### config.mk
export PLATFORM = sky130hd
export DESIGN_NAME = jpeg_encode_info_reader
export DESIGN_NICKNAME = d
export VERILOG_FILES = /design/src/rtl/jpeg_info_pkg.sv /design/src/rtl/jpeg_info_sat_cnt.sv /design/src/rtl/jpeg_encode_info_reader.sv
export SDC_FILE = /design/constraint.sdc
export NUM_CORES = 1
export LEC_CHECK = 0
export ABC_AREA = 1
export BUFFER_PORTS_ARGS = -buffer_cell sky130_fd_sc_hd__buf_4
export CELL_PAD_IN_SITES_DETAIL_PLACEMENT = 1
export CELL_PAD_IN_SITES_GLOBAL_PLACEMENT = 2
export CORE_ASPECT_RATIO = 0.9
export CORE_MARGIN = 2
export CORE_UTILIZATION = 32
export CTS_BUF_LIST = sky130_fd_sc_hd__clkbuf_16
export CTS_CLUSTER_SIZE = 10
export DETAILED_ROUTE_END_ITERATION = 6
export PLACE_DENSITY = 0.86
export SLEW_MARGIN = 10
export SYNTH_ARGS = -nofsm -noshare
export SYNTH_HDL_FRONTEND = slang
export SYNTH_HIERARCHICAL = 1
export SYNTH_SLANG_ARGS = --single-unit
### constraint.sdc
create_clock -name rd_clk -period 4.94 [get_ports rd_clk]
set_clock_uncertainty 0.2 [all_clocks]
set_input_delay 0.494 -clock rd_clk [delete_from_list [all_inputs] [get_ports rd_clk]]
set_output_delay 0.494 -clock rd_clk [all_outputs]
set_load 0.02 [all_outputs]
### src/rtl/jpeg_info_pkg.sv
// Shared definitions for the JPEG encode info record: FSM states, header field
// positions and framing constants, used by both the encoder-side writer and this reader.
package jpeg_info_pkg;

  typedef enum logic [2:0] {
    IDLE     = 3'd0,
    CAP_HDR  = 3'd1,
    WAIT_LEN = 3'd2,
    CAP_LEN  = 3'd3,
    OUT      = 3'd4
  } info_state_t;

  localparam int SYNC_MSB     = 31;
  localparam int SYNC_LSB     = 24;
  localparam int FRAME_ID_MSB = 23;
  localparam int FRAME_ID_LSB = 16;
  localparam int FLAGS_MSB    = 7;
  localparam int FLAGS_LSB    = 0;

  localparam logic [7:0] DEFAULT_SYNC_BYTE = 8'hA5;

  // Header word followed by byte-count word.
  localparam int INFO_WORDS = 2;

  function automatic logic [7:0] hdr_sync(input logic [31:0] word);
    return word[SYNC_MSB:SYNC_LSB];
  endfunction

  function automatic logic [7:0] hdr_frame_id(input logic [31:0] word);
    return word[FRAME_ID_MSB:FRAME_ID_LSB];
  endfunction

  function automatic logic [7:0] hdr_flags(input logic [31:0] word);
    return word[FLAGS_MSB:FLAGS_LSB];
  endfunction

  function automatic logic len_bad(input logic [31:0] count, input logic [31:0] max_bytes);
    return (count == 32'd0) || (count > max_bytes);
  endfunction

endpackage

### src/rtl/jpeg_info_sat_cnt.sv
// Saturating up-counter with increment enable; holds at all-ones instead of wrapping.
module jpeg_info_sat_cnt #(
  parameter int WIDTH = 16
) (
  input  logic             clk,
  input  logic             rst,
  input  logic             inc,
  output logic [WIDTH-1:0] count
);

  localparam logic [WIDTH-1:0] ONE = {{(WIDTH-1){1'b0}}, 1'b1};

  always_ff @(posedge clk or posedge rst) begin
    if (rst) begin
      count <= '0;
    end else if (inc && (count != '1)) begin
      count <= count + ONE;
    end
  end

endmodule

### src/rtl/jpeg_encode_info_reader.sv
// Pops two-word encode info records from the non-FWFT info FIFO, checks framing
// and hands one frame descriptor per record to the bitstream mover.
//   state    | meaning
//   IDLE     | no read outstanding, waiting for a header word
//   CAP_HDR  | header read returns this cycle; check sync, hunt word-by-word on bad sync
//   WAIT_LEN | header accepted, FIFO empty, waiting for the length word
//   CAP_LEN  | length read returns this cycle
//   OUT      | descriptor presented until info_ready
module jpeg_encode_info_reader
  import jpeg_info_pkg::*;
#(
  parameter int          DATA_WIDTH      = 32,
  parameter logic [7:0]  SYNC_BYTE       = DEFAULT_SYNC_BYTE,
  parameter logic [31:0] MAX_FRAME_BYTES = 32'd4194304,
  parameter int          CNT_WIDTH       = 16
) (
  input  logic                  rd_clk,
  input  logic                  rd_rst,
  output logic                  fifo_rd_en,
  input  logic [DATA_WIDTH-1:0] fifo_rd_data,
  input  logic                  fifo_rd_empty,
  output logic                  info_valid,
  input  logic                  info_ready,
  output logic [7:0]            info_frame_id,
  output logic [7:0]            info_flags,
  output logic [31:0]           info_byte_count,
  output logic                  info_len_err,
  output logic [CNT_WIDTH-1:0]  frame_cnt,
  output logic [CNT_WIDTH-1:0]  sync_err_cnt,
  output logic                  busy
);

  info_state_t state, state_next;
  logic rd_issue;
  logic load_hdr;
  logic load_len;
  logic sync_inc;
  logic frame_inc;

  always_ff @(posedge rd_clk or posedge rd_rst) begin
    if (rd_rst) begin
      state <= IDLE;
    end else begin
      state <= state_next;
    end
  end

  always_comb begin
    state_next = state;
    rd_issue   = 1'b0;
    load_hdr   = 1'b0;
    load_len   = 1'b0;
    sync_inc   = 1'b0;
    frame_inc  = 1'b0;
    case (state)
      IDLE: begin
        if (!fifo_rd_empty) begin
          rd_issue   = 1'b1;
          state_next = CAP_HDR;
        end
      end
      CAP_HDR: begin
        if (hdr_sync(fifo_rd_data) != SYNC_BYTE) begin
          sync_inc = 1'b1;
          if (!fifo_rd_empty) begin
            rd_issue   = 1'b1;
            state_next = CAP_HDR;
          end else begin
            state_next = IDLE;
          end
        end else begin
          load_hdr = 1'b1;
          if (!fifo_rd_empty) begin
            rd_issue   = 1'b1;
            state_next = CAP_LEN;
          end else begin
            state_next = WAIT_LEN;
          end
        end
      end
      WAIT_LEN: begin
        if (!fifo_rd_empty) begin
          rd_issue   = 1'b1;
          state_next = CAP_LEN;
        end
      end
      CAP_LEN: begin
        load_len   = 1'b1;
        state_next = OUT;
      end
      OUT: begin
        // Nothing is read here, so a stalled consumer backs up into the FIFO.
        if (info_ready) begin
          frame_inc  = 1'b1;
          state_next = IDLE;
        end
      end
      default: state_next = IDLE;
    endcase
  end

  // Gated with reset so the read strobe is low the instant reset asserts.
  assign fifo_rd_en = rd_issue & ~rd_rst;
  assign info_valid = (state == OUT);
  assign busy       = (state != IDLE);

  always_ff @(posedge rd_clk or posedge rd_rst) begin
    if (rd_rst) begin
      info_frame_id   <= '0;
      info_flags      <= '0;
      info_byte_count <= '0;
      info_len_err    <= 1'b0;
    end else begin
      if (load_hdr) begin
        info_frame_id <= hdr_frame_id(fifo_rd_data);
        info_flags    <= hdr_flags(fifo_rd_data);
      end
      if (load_len) begin
        info_byte_count <= fifo_rd_data;
        info_len_err    <= len_bad(fifo_rd_data, MAX_FRAME_BYTES);
      end
    end
  end

  jpeg_info_sat_cnt #(.WIDTH(CNT_WIDTH)) u_frame_cnt (
    .clk   (rd_clk),
    .rst   (rd_rst),
    .inc   (frame_inc),
    .count (frame_cnt)
  );

  jpeg_info_sat_cnt #(.WIDTH(CNT_WIDTH)) u_sync_err_cnt (
    .clk   (rd_clk),
    .rst   (rd_rst),
    .inc   (sync_inc),
    .count (sync_err_cnt)
  );

endmodule
==> metrics.md <==
| Metric | Value |
|---|---|
| Routed WL per cell | `14.6 um` |
| Async set-reset flop share out of synthesis | `100%` |
| Initial Util | `32.8%` |
| Die area | `14,700 um^2` |
| Placed Area | `5400 um^2` |
| RSZ-0062 raised after global routing | `false` |
| Sequential-to-total area share from yosys stat | `47.8%` |
| DIE WIDTH | `128 um` |
| TritonRoute pass-1 iters | `4` |
| Vias/cell | `4.66` |
| Final Cycle Share | `45.1%` |
| CP cell instances | `nand2_2, nand2_1, or2_2, nor2_1, buf_4` |
| First DRT Iteration DRCs | `151` |
| Synth top area share | `47.8%` |
| Adder-cell share of the synthesized area | `0.569%` |
| Multiplexer area fraction after synthesis | `0%` |
| Yosys warning count | `6` |
| Drt drc | `0` |
| Share of cells above drive strength 1 | `29.9%` |
| Detailed Route WL | `12.3 mm` |
| Worst-margin pin slew | `1.01 ns` |
| Net count after synthesis | `589` |
| Largest net degree at the start of global routing | `53` |
| DP Cell Count | `828` |
| Root Driver | `clkbuf_16` |
| Worst Setup End Kind | `output port` |
| Synth Area in Simple Gates | `32.8%` |
| R2r worst-path depth | `6` |
| Via count | `3,929` |
| Worst Hold Class | `in2async` |
| Most common cell in the netlist | `nand2_1` |
| Count of non-filler cells in the finished layout | `844` |
| Row count | `40` |
| CTS tree | `yes` |
| Worst Setup Start Kind | `flop` |
| GP Congestion | `0.804` |
| First-pass GRT wire length | `20.7 mm` |
| VDD IR max | `0.159 mV` |
| Sink Count | `84` |
| Layout area overhead | `28.6%` |
| Chip Height | `115 um` |
| Post-Syn Instances | `551` |
| Main area contributors after synthesis | `dfrtp_1 (48%), nand2_1 (17%), o21ai_2 (6.4%)` |
| Cts hold-fix bufs | `0` |
| FMAX | `449 MHz` |
| GRT overflow | `0` |
| Total GRT Usage | `18.0%` |
| Number of global-route vias before repair | `4,060` |
| Synth area leader | `dfrtp_1` |
| HPWL Detailed | `9.51 mm` |
| Final antenna-violating net count | `0` |
| Synth Area in Compound Gates | `9.38%` |
| Lkg Pwr | `2.76 nW` |
| Initial antenna violation count | `0` |
| Layout Nets | `709` |
| Num CTS Buffers | `9` |
| Yosys reg bits | `84` |
| EDFF count, synth | `0` |
| Cell variety after synth | `26` |
| RR Endpoint | `u_frame_cnt/count[11]$_DFFE_PP0P_` |
| Post-Syn Area | `4400 um^2` |
| Largest family of logic cells by synthesized area | `simple AND/OR/NAND/NOR gates` |
| PostCTS Resize Cnt | `0` |
| Critical path arrival | `1.54 ns` |
| Layout fillers | `1,653` |
| Synth Flop Type | `dfrtp_1` |
| Crit Path Max Fanout | `7` |
| Clk slew on worst S/H paths | `0.06 ns` |
| Worst-skew pair later-pin latency | `0.34 ns` |
| Ant diodes | `0` |
| Min cycle time layout | `2.23 ns` |
| Slew Viols, Final | `0` |
| WP data required | `4.25 ns` |
| Buffer count from post-CTS setup fixing | `0` |
| Peak per-stage delay on the critical path | `0.45 ns` |
| PortBufs | `119` |
| Power per Cell Area | `305 nW/um^2` |
| List of most frequent post-synthesis cells | `nand2_1 (203), dfrtp_1 (84), inv_1 (59)` |
| CP max stage cell | `dfrtp_1` |
| Post-route cell area | `5660 um^2` |
| Setup TNS | `0 ns` |
| CTS max path bufs | `2` |
| H-tree levels | `3` |
| Worst reg-to-reg setup slack | `2.78 ns` |
| Syn Area/Cell | `7.99 um^2` |
| Max Cap Viol | `0` |
| Final Hold Fails | `0` |
| Final number of setup-violating endpoints | `0` |
| Xor/xnor cell area share of the yosys netlist | `1.59%` |
| Crit Reg-Reg Startpoint | `state[2]$_DFFE_PP0P_` |
| Core ar. | `13,400 um^2` |
| Status | `complete, no violations` |
| Setup CP Type | `reg2out` |
| Slew margin rel. | `32.9%` |
| IO Pins | `120` |
[where the power goes]
part           total, W  switching (W)  internal, W
combinational  0.000327       0.000193     0.000134
clock          0.000607       0.000273     0.000333
sequential     0.000795      0.0000554     0.000740
[sequential cells by signal, summed over array words and instances, names as in the netlist]
register	cells
info_frame_id	8
state	3
info_flags	8
u_sync_err_cnt/count	16
info_len_err	1
u_frame_cnt/count	16
info_byte_count	32
[worst max-delay path: cells and delay by family, from the launching register on]
family | cells | cell delay (ns)
simple gates | 4 | 0.58
flops | 1 | 0.45
buf+inv | 1 | 0.16
[through the flow]
| step | power, W | worst slack [ns] | util, % | hold slack [ns] |
|---|---|---|---|---|
| after floorplan | 0.000983 | 2.99 | - | 0.208 |
| after global placement | 0.00113 | 2.68 | 40.2 | 0.255 |
| after detailed placement | 0.00114 | 2.57 | 40.2 | 0.264 |
| after CTS | 0.00176 | 2.67 | 42.2 | 0.0888 |
| after global routing | 0.00182 | 2.58 | 42.2 | 0.108 |
| final | 0.00173 | 2.71 | 42.2 | 0.0722 |
[per-layer routing]
layer	wire length (um)	track usage (%)	vias up
met5	0	0	-
met1	5640	23.8	1871
li1	-	-	1964
met4	108	4.03	0
met2	5670	28.1	86
met3	881	7.03	8
[cell usage in the layout (no fill, tap or decap), types with 11 or more instances in the layout]
cell type / instances
nand2_1: 203
buf_4: 120
dfrtp_1: 84
inv_1: 60
nor2_1: 49
o21ai_2: 32
o21ai_1: 24
nand3_1: 21
nand2_2: 14
nor2_4: 11
nand4_1: 11
[how the worst max path moves through the flow]
stage / start / endpoint / cells after the start
2_1_floorplan: rd_rst / info_byte_count[0]$_DFFE_PP0P_ / 1
3_3_place_gp: fifo_rd_data[29] / u_sync_err_cnt/count[5]$_DFFE_PP0P_ / 8
3_5_place_dp: fifo_rd_data[29] / u_sync_err_cnt/count[7]$_DFFE_PP0P_ / 8
4_1_cts: state[1]$_DFFE_PP0P_ / fifo_rd_en / 5
5_1_grt: state[2]$_DFFE_PP0P_ / u_frame_cnt/count[11]$_DFFE_PP0P_ / 6
6_report: state[1]$_DFFE_PP0P_ / fifo_rd_en / 5
[cell families (layout without fill, tap and decap cells)]
group	count (synthesis)	in the layout
compound gates	58	58
xor+xnor	8	8
fa+ha+maj	2	2
buf+inv	73	198
flops	84	84
simple gates	326	326
[layout make-up]
class | instances | area (um^2) | area share [%]
flip-flops and latches | 84 | 2100 | 37.2
multi-input cells | 394 | 1950 | 34.5
repair buffers | 120 | 901 | 15.9
inverters | 62 | 233 | 4.11
clock buffers | 9 | 225 | 3.98
well taps | 168 | 210 | 3.72
clock inverters | 7 | 36.3 | 0.641
Note: power is estimated with default switching activity, not from simulation.
